$ cat src/rtl/div_mod_scheduler.sv
// div_mod_scheduler
//   Shared unsigned divider front end. It arbitrates between two requesters,
//   then runs a 32/16 non-restoring division that retires STEPS quotient bits
//   per cycle. The quotient or remainder comes back tagged on a valid/ready
//   response port.
//
//   Optional feature macro: DIVSCHED_RR_EN
//     defined   -> round-robin arbitration when both ports are valid
//     undefined -> fixed priority, port 0 wins ties
//
//   Ports
//     clk, reset                 clock, synchronous active-high reset
//     reqN_valid / reqN_ready    request handshake per port (N = 0, 1)
//     reqN_mode                  1 = quotient, 0 = remainder
//     reqN_dividend / _divisor   32-bit / 16-bit unsigned operands
//     resp_valid / resp_ready    response handshake
//     resp_id                    port that issued the request
//     resp_result                quotient, or zero-extended remainder
//     resp_dbz                   divisor was zero
module div_mod_scheduler #(
    parameter int STEPS = 4
) (
    input  logic        clk,
    input  logic        reset,
    input  logic        req0_valid,
    output logic        req0_ready,
    input  logic        req0_mode,
    input  logic [31:0] req0_dividend,
    input  logic [15:0] req0_divisor,
    input  logic        req1_valid,
    output logic        req1_ready,
    input  logic        req1_mode,
    input  logic [31:0] req1_dividend,
    input  logic [15:0] req1_divisor,
    output logic        resp_valid,
    input  logic        resp_ready,
    output logic        resp_id,
    output logic [31:0] resp_result,
    output logic        resp_dbz
);

    localparam int         CYCLES   = 32 / STEPS;
    localparam logic [5:0] LAST_CNT = 6'(CYCLES - 1);

    typedef enum logic [1:0] {IDLE, CALC, FIX, DONE} state_t;

    state_t state, state_nxt;

    logic               last_grant;
    logic [5:0]         cnt_r;
    logic               mode_r;
    logic [31:0]        dvd_r;
    logic [15:0]        divisor_r;
    logic signed [16:0] rem_r;
    logic [31:0]        quo_r;

    logic               grant1;
    logic               accept;
    logic               sel_mode;
    logic [31:0]        sel_dividend;
    logic [15:0]        sel_divisor;

    logic signed [16:0] rem_calc;
    logic [31:0]        dvd_calc;
    logic [31:0]        quo_calc;

    // One non-restoring step. The shifted remainder spans [-2d, 2d) and needs
    // 18 bits; after the add/subtract it is back in [-d, d) and fits 17.
    function automatic logic signed [16:0] nr_step(input logic signed [16:0] rem,
                                                   input logic               bit_in,
                                                   input logic [15:0]        dvs);
        logic signed [17:0] shifted;
        logic signed [17:0] dvs_ext;
        logic signed [17:0] nxt;
        shifted = {rem, bit_in};
        dvs_ext = $signed({2'b00, dvs});
        nxt     = rem[16] ? shifted + dvs_ext : shifted - dvs_ext;
        return nxt[16:0];
    endfunction

    // A negative final partial remainder is restored by one add.
    function automatic logic [15:0] nr_fix(input logic signed [16:0] rem,
                                           input logic [15:0]        dvs);
        logic signed [16:0] fixed;
        fixed = rem[16] ? rem + $signed({1'b0, dvs}) : rem;
        return fixed[15:0];
    endfunction

    // Arbitration and operand selection
    always_comb begin
`ifdef DIVSCHED_RR_EN
        grant1 = req1_valid && (!req0_valid || !last_grant);
`else
        grant1 = req1_valid && !req0_valid;
`endif
        accept       = (state == IDLE) && (req0_valid || req1_valid);
        sel_mode     = grant1 ? req1_mode     : req0_mode;
        sel_dividend = grant1 ? req1_dividend : req0_dividend;
        sel_divisor  = grant1 ? req1_divisor  : req0_divisor;
    end

    // STEPS unrolled steps per CALC cycle, dividend consumed MSB first
    always_comb begin
        rem_calc = rem_r;
        dvd_calc = dvd_r;
        quo_calc = quo_r;
        for (int i = 0; i < STEPS; i++) begin
            rem_calc = nr_step(rem_calc, dvd_calc[31], divisor_r);
            dvd_calc = {dvd_calc[30:0], 1'b0};
            quo_calc = {quo_calc[30:0], ~rem_calc[16]};
        end
    end

    always_comb begin
        state_nxt  = state;
        req0_ready = 1'b0;
        req1_ready = 1'b0;
        case (state)
            IDLE: begin
                if (accept) begin
                    req0_ready = !grant1;
                    req1_ready = grant1;
                    state_nxt  = (sel_divisor == 16'd0) ? DONE : CALC;
                end
            end
            CALC:    if (cnt_r == LAST_CNT) state_nxt = FIX;
            FIX:     state_nxt = DONE;
            DONE:    if (resp_ready) state_nxt = IDLE;
            default: state_nxt = IDLE;
        endcase
    end

    assign resp_valid = (state == DONE);

    // Control and response registers
    always_ff @(posedge clk) begin
        if (reset) begin
            state       <= IDLE;
            last_grant  <= 1'b1;
            cnt_r       <= '0;
            resp_id     <= 1'b0;
            resp_result <= '0;
            resp_dbz    <= 1'b0;
        end else begin
            state <= state_nxt;
            case (state)
                IDLE: begin
                    if (accept) begin
                        last_grant <= grant1;
                        resp_id    <= grant1;
                        cnt_r      <= '0;
                        resp_dbz   <= (sel_divisor == 16'd0);
                        if (sel_divisor == 16'd0)
                            resp_result <= sel_mode ? 32'hFFFF_FFFF : {16'b0, sel_dividend[15:0]};
                    end
                end
                CALC: cnt_r <= cnt_r + 6'd1;
                FIX:  resp_result <= mode_r ? quo_r : {16'b0, nr_fix(rem_r, divisor_r)};
                default: ;
            endcase
        end
    end

    // Datapath registers, loaded on accept and advanced during CALC
    always_ff @(posedge clk) begin
        if (accept) begin
            mode_r    <= sel_mode;
            dvd_r     <= sel_dividend;
            divisor_r <= sel_divisor;
            rem_r     <= '0;
            quo_r     <= '0;
        end else if (state == CALC) begin
            rem_r <= rem_calc;
            dvd_r <= dvd_calc;
            quo_r <= quo_calc;
        end
    end

endmodule

$ cat config.mk
export PLATFORM = sky130hd
export DESIGN_NAME = div_mod_scheduler
export DESIGN_NICKNAME = d
export VERILOG_FILES = /design/src/rtl/div_mod_scheduler.sv
export SDC_FILE = /design/constraint.sdc
export NUM_CORES = 1
export LEC_CHECK = 0
export CAP_MARGIN = 20
export CORE_ASPECT_RATIO = 0.6
export CORE_UTILIZATION = 52
export DETAILED_ROUTE_END_ITERATION = 16
export PLACE_DENSITY_LB_ADDON = 0.05
export SYNTH_ARGS = -nofsm -noshare
export SYNTH_HDL_FRONTEND = slang
export SYNTH_SLANG_ARGS = --single-unit
$ cat constraint.sdc
create_clock -name clk -period 22.1 [get_ports clk]
set_input_delay 2.21 -clock clk [delete_from_list [all_inputs] [get_ports clk]]
set_output_delay 2.21 -clock clk [all_outputs]
set_load 0.005 [all_outputs]
==> results.tsv, run 1 <==
metric	value	unit
status	finished clean	
CTS tree	done	
nature of the critical path startpoint	register	
first drt pass iteration count	5	
Final Cycle Share	64.6	%
Hold WC Path Type	reg -> reg	
register area	3290	sq um
Slew HR	9.51	%
H-tree Lvls	4	
crit-path max cell delay	0.56	ns
die width	187	um
adder-cell area share of the yosys netlist	10.9	%
antenna violations before repair	0	
std cell rows	40	
area of the multi-input gates	7070	sq um
Post-Syn Area	10700	sq um
Final setup viols	0	
maximum fanout along the worst path	16	
f_max	0.0700	GHz
Buf/Inv on CP	4	
Placer Congestion	0.947	
Fill cells	1700	
CTS sink cnt	140	
grt ovf	0	
RSZ-0062 raised after global routing	false	
delay-heaviest family, CP	compound AO/OA/AOI/OAI gates	
CP Data Arrival Time	14.59	ns
total negative slack	0	ns
minimum clock period	14.28	ns
combinational family with the most area after synthesis	compound AO/OA/AOI/OAI gates	
setup bufs post-CTS	0	
clk_lat worst skew	0.42	ns
placed wire-length estimate	23000	um
Initial Utilization	53.3	%
share of layout cells above drive strength 1	6.24	%
# IOs	140	
Net Count, Synth	1439	
Die Ht	113	um
Slew @ Worst Pin	1.34	ns
Layout area overhead	20.8	%
per-cell routed wire length	18.7	um
Syn Area/Cell	8.59	sq um
top-area cell type share of the netlist area	17.0	%
Root Driver	clkbuf_16	
PostCTS Resize Cnt	0	
Final Hold Fails	0	
final count of pins violating max slew	0	
Routed WL	30600	um
synth top area cells	dfxtp_1 (17%), edfxtp_1 (14%), ha_1 (9.9%)	
hold slack final	0.475	ns
gr usage total	28.9	%
Synth Area in XOR/XNOR	10.7	%
Hold Buf Count CTS	0	
design area	12900	sq um
Max Cap Violations	0	
post-route ant nets	0	
largest area contributor in the netlist	dfxtp_1	
routed vias/inst	5.92	
Netlist cell types	67	
Worst Skew	0.00984	ns
cells after synthesis	1246	
Detailed Route Iter0 Violations	929	
Synth Area in Simple Gates	15.6	%
Slowest-stage cell, CP	nor3b_1	
Post-synth EDFFs	49	
Worst EP required	22.41	ns
Reg clk slew, reported paths	0.06	ns
kind of critical path	reg -> reg	
Layout Cells excl Fill	1636	
crit path capture type	register	
drc violations	0	
Ant. Diodes	0	
largest net degree at the start of global routing	66	
total core area	20100	sq um
flops & latches, synth	140	
Ys Warns	0	
vias	9680	
async set or reset register ratio after synthesis	0	%
Die ar.	21200	sq um
CTS Buf Count	17	
Final nets	1543	
IO buf count	139	
Main synth FF type	dfxtp_1	
multiplexer share of the synthesized area	8.24	%
first-pass GRT wire length	47900	um
Placed Cells	1602	
CTS max path bufs	2	
Placement Cell Area	12300	sq um
compound-gate portion of the synthesized area	20.3	%
Seq/Total Area, Yosys	30.8	%
vias in the first global route	8640	
[Yosys cell counts (7+ instances only)]
library cell / n
mux2i_1: 63
clkbuf_1: 56
edfxtp_1: 49
a21oi_1: 84
or3_1: 12
nor3_1: 28
dfxtp_1: 91
xor2_1: 72
inv_1: 26
a211oi_1: 38
o31ai_1: 9
o21bai_1: 12
o21a_1: 13
xnor2_1: 54
nor2_1: 187
a31oi_1: 14
buf_1: 9
o21ai_0: 69
a21o_1: 30
nor4_1: 12
mux2_2: 21
nand2_1: 67
nand3_1: 16
or2_2: 7
a22oi_1: 16
nor2b_1: 8
ha_1: 85
[layout by cell type, fill, tap and decap left out, types with 7 or more instances in the layout]
cell type and n:
a211oi_1 38, xor2_1 72, a22oi_1 16, o21ai_0 68, or2_2 7, or3_1 12
mux2i_1 63, ha_1 84, nor2_1 187, nor3_1 28, nand2_1 67, a21oi_1 84
inv_1 25, o21a_1 13, o21bai_1 12, buf_4 14, nand3_1 16, edfxtp_1 49
nor4_1 12, clkdlybuf4s50_1 139, dfxtp_1 91, nor2b_1 7, o31ai_1 9, a31oi_1 14
xnor2_1 54, a21o_1 30, clkbuf_16 19, mux2_2 21
[metrics by stage]
stage | util, % | worst slack (ns)
after global routing | 64.5 | 6.55
after global placement | 61.3 | 8.74
final | 64.5 | 7.82
after CTS | 64.4 | 8.05
after detailed placement | 61.3 | 8.13
after floorplan | - | 9.77
[path summary, 6_finish.rpt]
kind,start,to,slack [ns],cells past startpoint
setup reg to reg,divisor_r[2],quo_r[0],7.82,51
setup / recovery,divisor_r[2],quo_r[0],7.82,51
hold / removal,resp_dbz,resp_dbz,0.47,2
hold reg to reg,resp_dbz,resp_dbz,0.47,2
[sequential cells by signal, summed over array words and instances (netlist names)]
name and count:
divisor_r 16, cnt_r 6, quo_r 32, mode_r 1, rem_r 17, dvd_r 32, state 2, resp_id 1
resp_dbz 1, resp_result 32
[layout make-up]
class                   count  area share, %
repair buffers            154           11.7
clock buffers              22           3.84
multi-input cells        1010           54.7
well taps                 273           2.64
clock inverters            10          0.957
flip-flops and latches    140           25.5
inverters                  27          0.783
[worst min-delay path: cells and delay by family (launching register included)]
| family | cells | cell delay (ns) |
|---|---|---|
| AO/OA/AOI/OAI | 1 | 0.05 |
| flip-flops | 1 | 0.32 |
| AND/OR/NAND/NOR | 1 | 0.06 |
[per-layer routing]
layer / wire length (um) / GRT usage, % / vias up
li1: - / - / 4722
met1: 15700 / 46.1 / 4573
met2: 12100 / 40.1 / 373
met3: 2700 / 5.52 / 12
met4: 127 / 4.37 / 0
met5: 0 / 0 / -
[cell families after synthesis]
kind of cell             Yosys count
AO/OA/AOI/OAI                    334
XOR/XNOR                         128
adder cells (fa/ha/maj)           90
buffers and inverters             96
flip-flops                       140
multiplexers                      85
AND/OR/NAND/NOR                  373
Power of run 1 is left out: the tool's default activity adds up to more than one toggle a clock period on the data nets, which glitch-free logic cannot reach.
==> inputs of run 2 (changes only) <==
Clock period 22.1 ns to 13.35 ns, I/O delays scaled along.
==> results.tsv, run 2 (synthesized netlist as in run 1, its figures left out) <==
metric	value	unit	change
status	finished clean		
antenna violations before repair	0		unchanged
Hold WC Path Type	reg -> reg		
DP Worst Slack	0.239	ns	-7.89 ns
grt ovf	0		unchanged
vias in the first global route	8646		+0.069%
total negative slack	0	ns	unchanged
design area	13100	sq um	+1.6%
total core area	20100	sq um	unchanged
crit-path max cell delay	0.46	ns	-0.10 ns
Max Cap Violations	0		unchanged
placed wire-length estimate	23100	um	+0.42%
drc violations	0		unchanged
first drt pass iteration count	5		unchanged
Die ar.	21200	sq um	unchanged
Final nets	1563		+1.3%
Detailed Route Iter0 Violations	775		-17%
Slowest-stage cell, CP	edfxtp_1		
crit path capture type	register		
Placed Cells	1615		+0.81%
routed vias/inst	5.79		-2.1%
Reg clk slew, reported paths	0.06	ns	about the same
f_max	0.0790	GHz	+13%
kind of critical path	reg -> reg		
post-route ant nets	0		unchanged
CTS sink cnt	140		unchanged
final count of pins violating max slew	0		unchanged
worst setup margin	0.687	ns	-7.14 ns
CTS max path bufs	2		unchanged
Slew HR	14.6	%	+5.1 points
Layout Cells excl Fill	1656		+1.2%
Slew @ Worst Pin	1.27	ns	-0.0763 ns
Placement Cell Area	12400	sq um	+0.79%
H-tree Lvls	4		unchanged
# IOs	140		unchanged
Final Cycle Share	94.9	%	+30 points
largest net degree at the start of global routing	66		unchanged
commonest non-fill, non-tap cells in the layout	nor2_1 (186), clkdlybuf4s50_1 (139), dfxtp_1 (91)		
share of layout cells above drive strength 1	8.32	%	+2.1 points
Hold Buf Count CTS	0		unchanged
CTS Buf Count	17		unchanged
Ant. Diodes	0		unchanged
CP Data Arrival Time	12.97	ns	-1.62 ns
commonest non-fill, non-tap cell in the layout	nor2_1		
Initial Utilization	53.3	%	unchanged
maximum fanout along the worst path	11		-5
vias	9595		-0.88%
Die Ht	113	um	unchanged
Final Hold Fails	0		unchanged
Final setup viols	0		unchanged
Worst EP required	13.66	ns	-8.75 ns
die width	187	um	unchanged
Placer Congestion	0.924		-2.4%
Fill cells	1727		+1.6%
Layout area overhead	22.8	%	
Top Registers	dvd_r x32, quo_r x32, resp_result x32		
clk_lat worst skew	0.42	ns	about the same
per-cell routed wire length	18.6	um	-0.78%
first-pass GRT wire length	47700	um	-0.52%
Routed WL	30800	um	+0.44%
Root Driver	clkbuf_16		
IO buf count	139		unchanged
nature of the critical path startpoint	register		
std cell rows	40		unchanged
CTS tree	done		
gr usage total	28.8	%	-0.14 points
Worst Skew	0.0102	ns	+0.000403 ns
minimum clock period	12.66	ns	-1.61 ns
run 2: repair_timing:
| item | in CTS | in global routing |
|---|---|---|
| buffers inserted | 0 | 5 |
| endpoints found under the setup margin | 0 | 6 |
| gates resized for setup | 0 | 12 |
| hold endpoints to repair | 0 | 0 |
run 2: path summary, 6_finish.rpt:
check	slack, ns	endpoint	cells after the start	from
setup / recovery	0.69	quo_r[0]	50	divisor_r[1]
hold / removal	0.48	resp_dbz	2	resp_dbz
setup reg to reg	0.69	quo_r[0]	50	divisor_r[1]
hold reg to reg	0.48	resp_dbz	2	resp_dbz
run 2: worst max-delay path: cells and delay by family, from the launching register on:
family / cells / cell delay [ns]
compound gates: 18 / 3.92
simple gates: 14 / 3.09
fa+ha+maj: 5 / 1.91
xor+xnor: 8 / 1.67
mux: 3 / 1.12
flops: 1 / 0.46
buf+inv: 2 / 0.36
run 2: layout make-up:
cell class | count | area [sq um] | area share, %
clock inverter | 10 | 163 | 1.24
clock buffer | 22 | 464 | 3.53
multi-input combinational | 1010 | 7130 | 54.2
inverter | 27 | 101 | 0.771
sequential | 140 | 3290 | 25.0
tap | 273 | 342 | 2.60
timing repair buffer | 174 | 1650 | 12.6
run 2: per-stage QoR:
step	utilization, %	hold WS, ns
5_1_grt	65.5	0.515
6_report	65.5	0.478
2_1_floorplan	-	0.453
3_3_place_gp	61.8	0.466
4_1_cts	64.9	0.477
3_5_place_dp	61.8	0.470
run 2: per-layer routing:
layer  track usage (%)  vias to the layer above  share of wire, %
met1              45.0                     4468                52
met2              39.1                      346                39
li1                  -                     4767                 -
met5                 0                        -                 0
met3              7.85                       14               9.3
met4              4.15                        0              0.45
Power of run 2 is left out for the same reason.
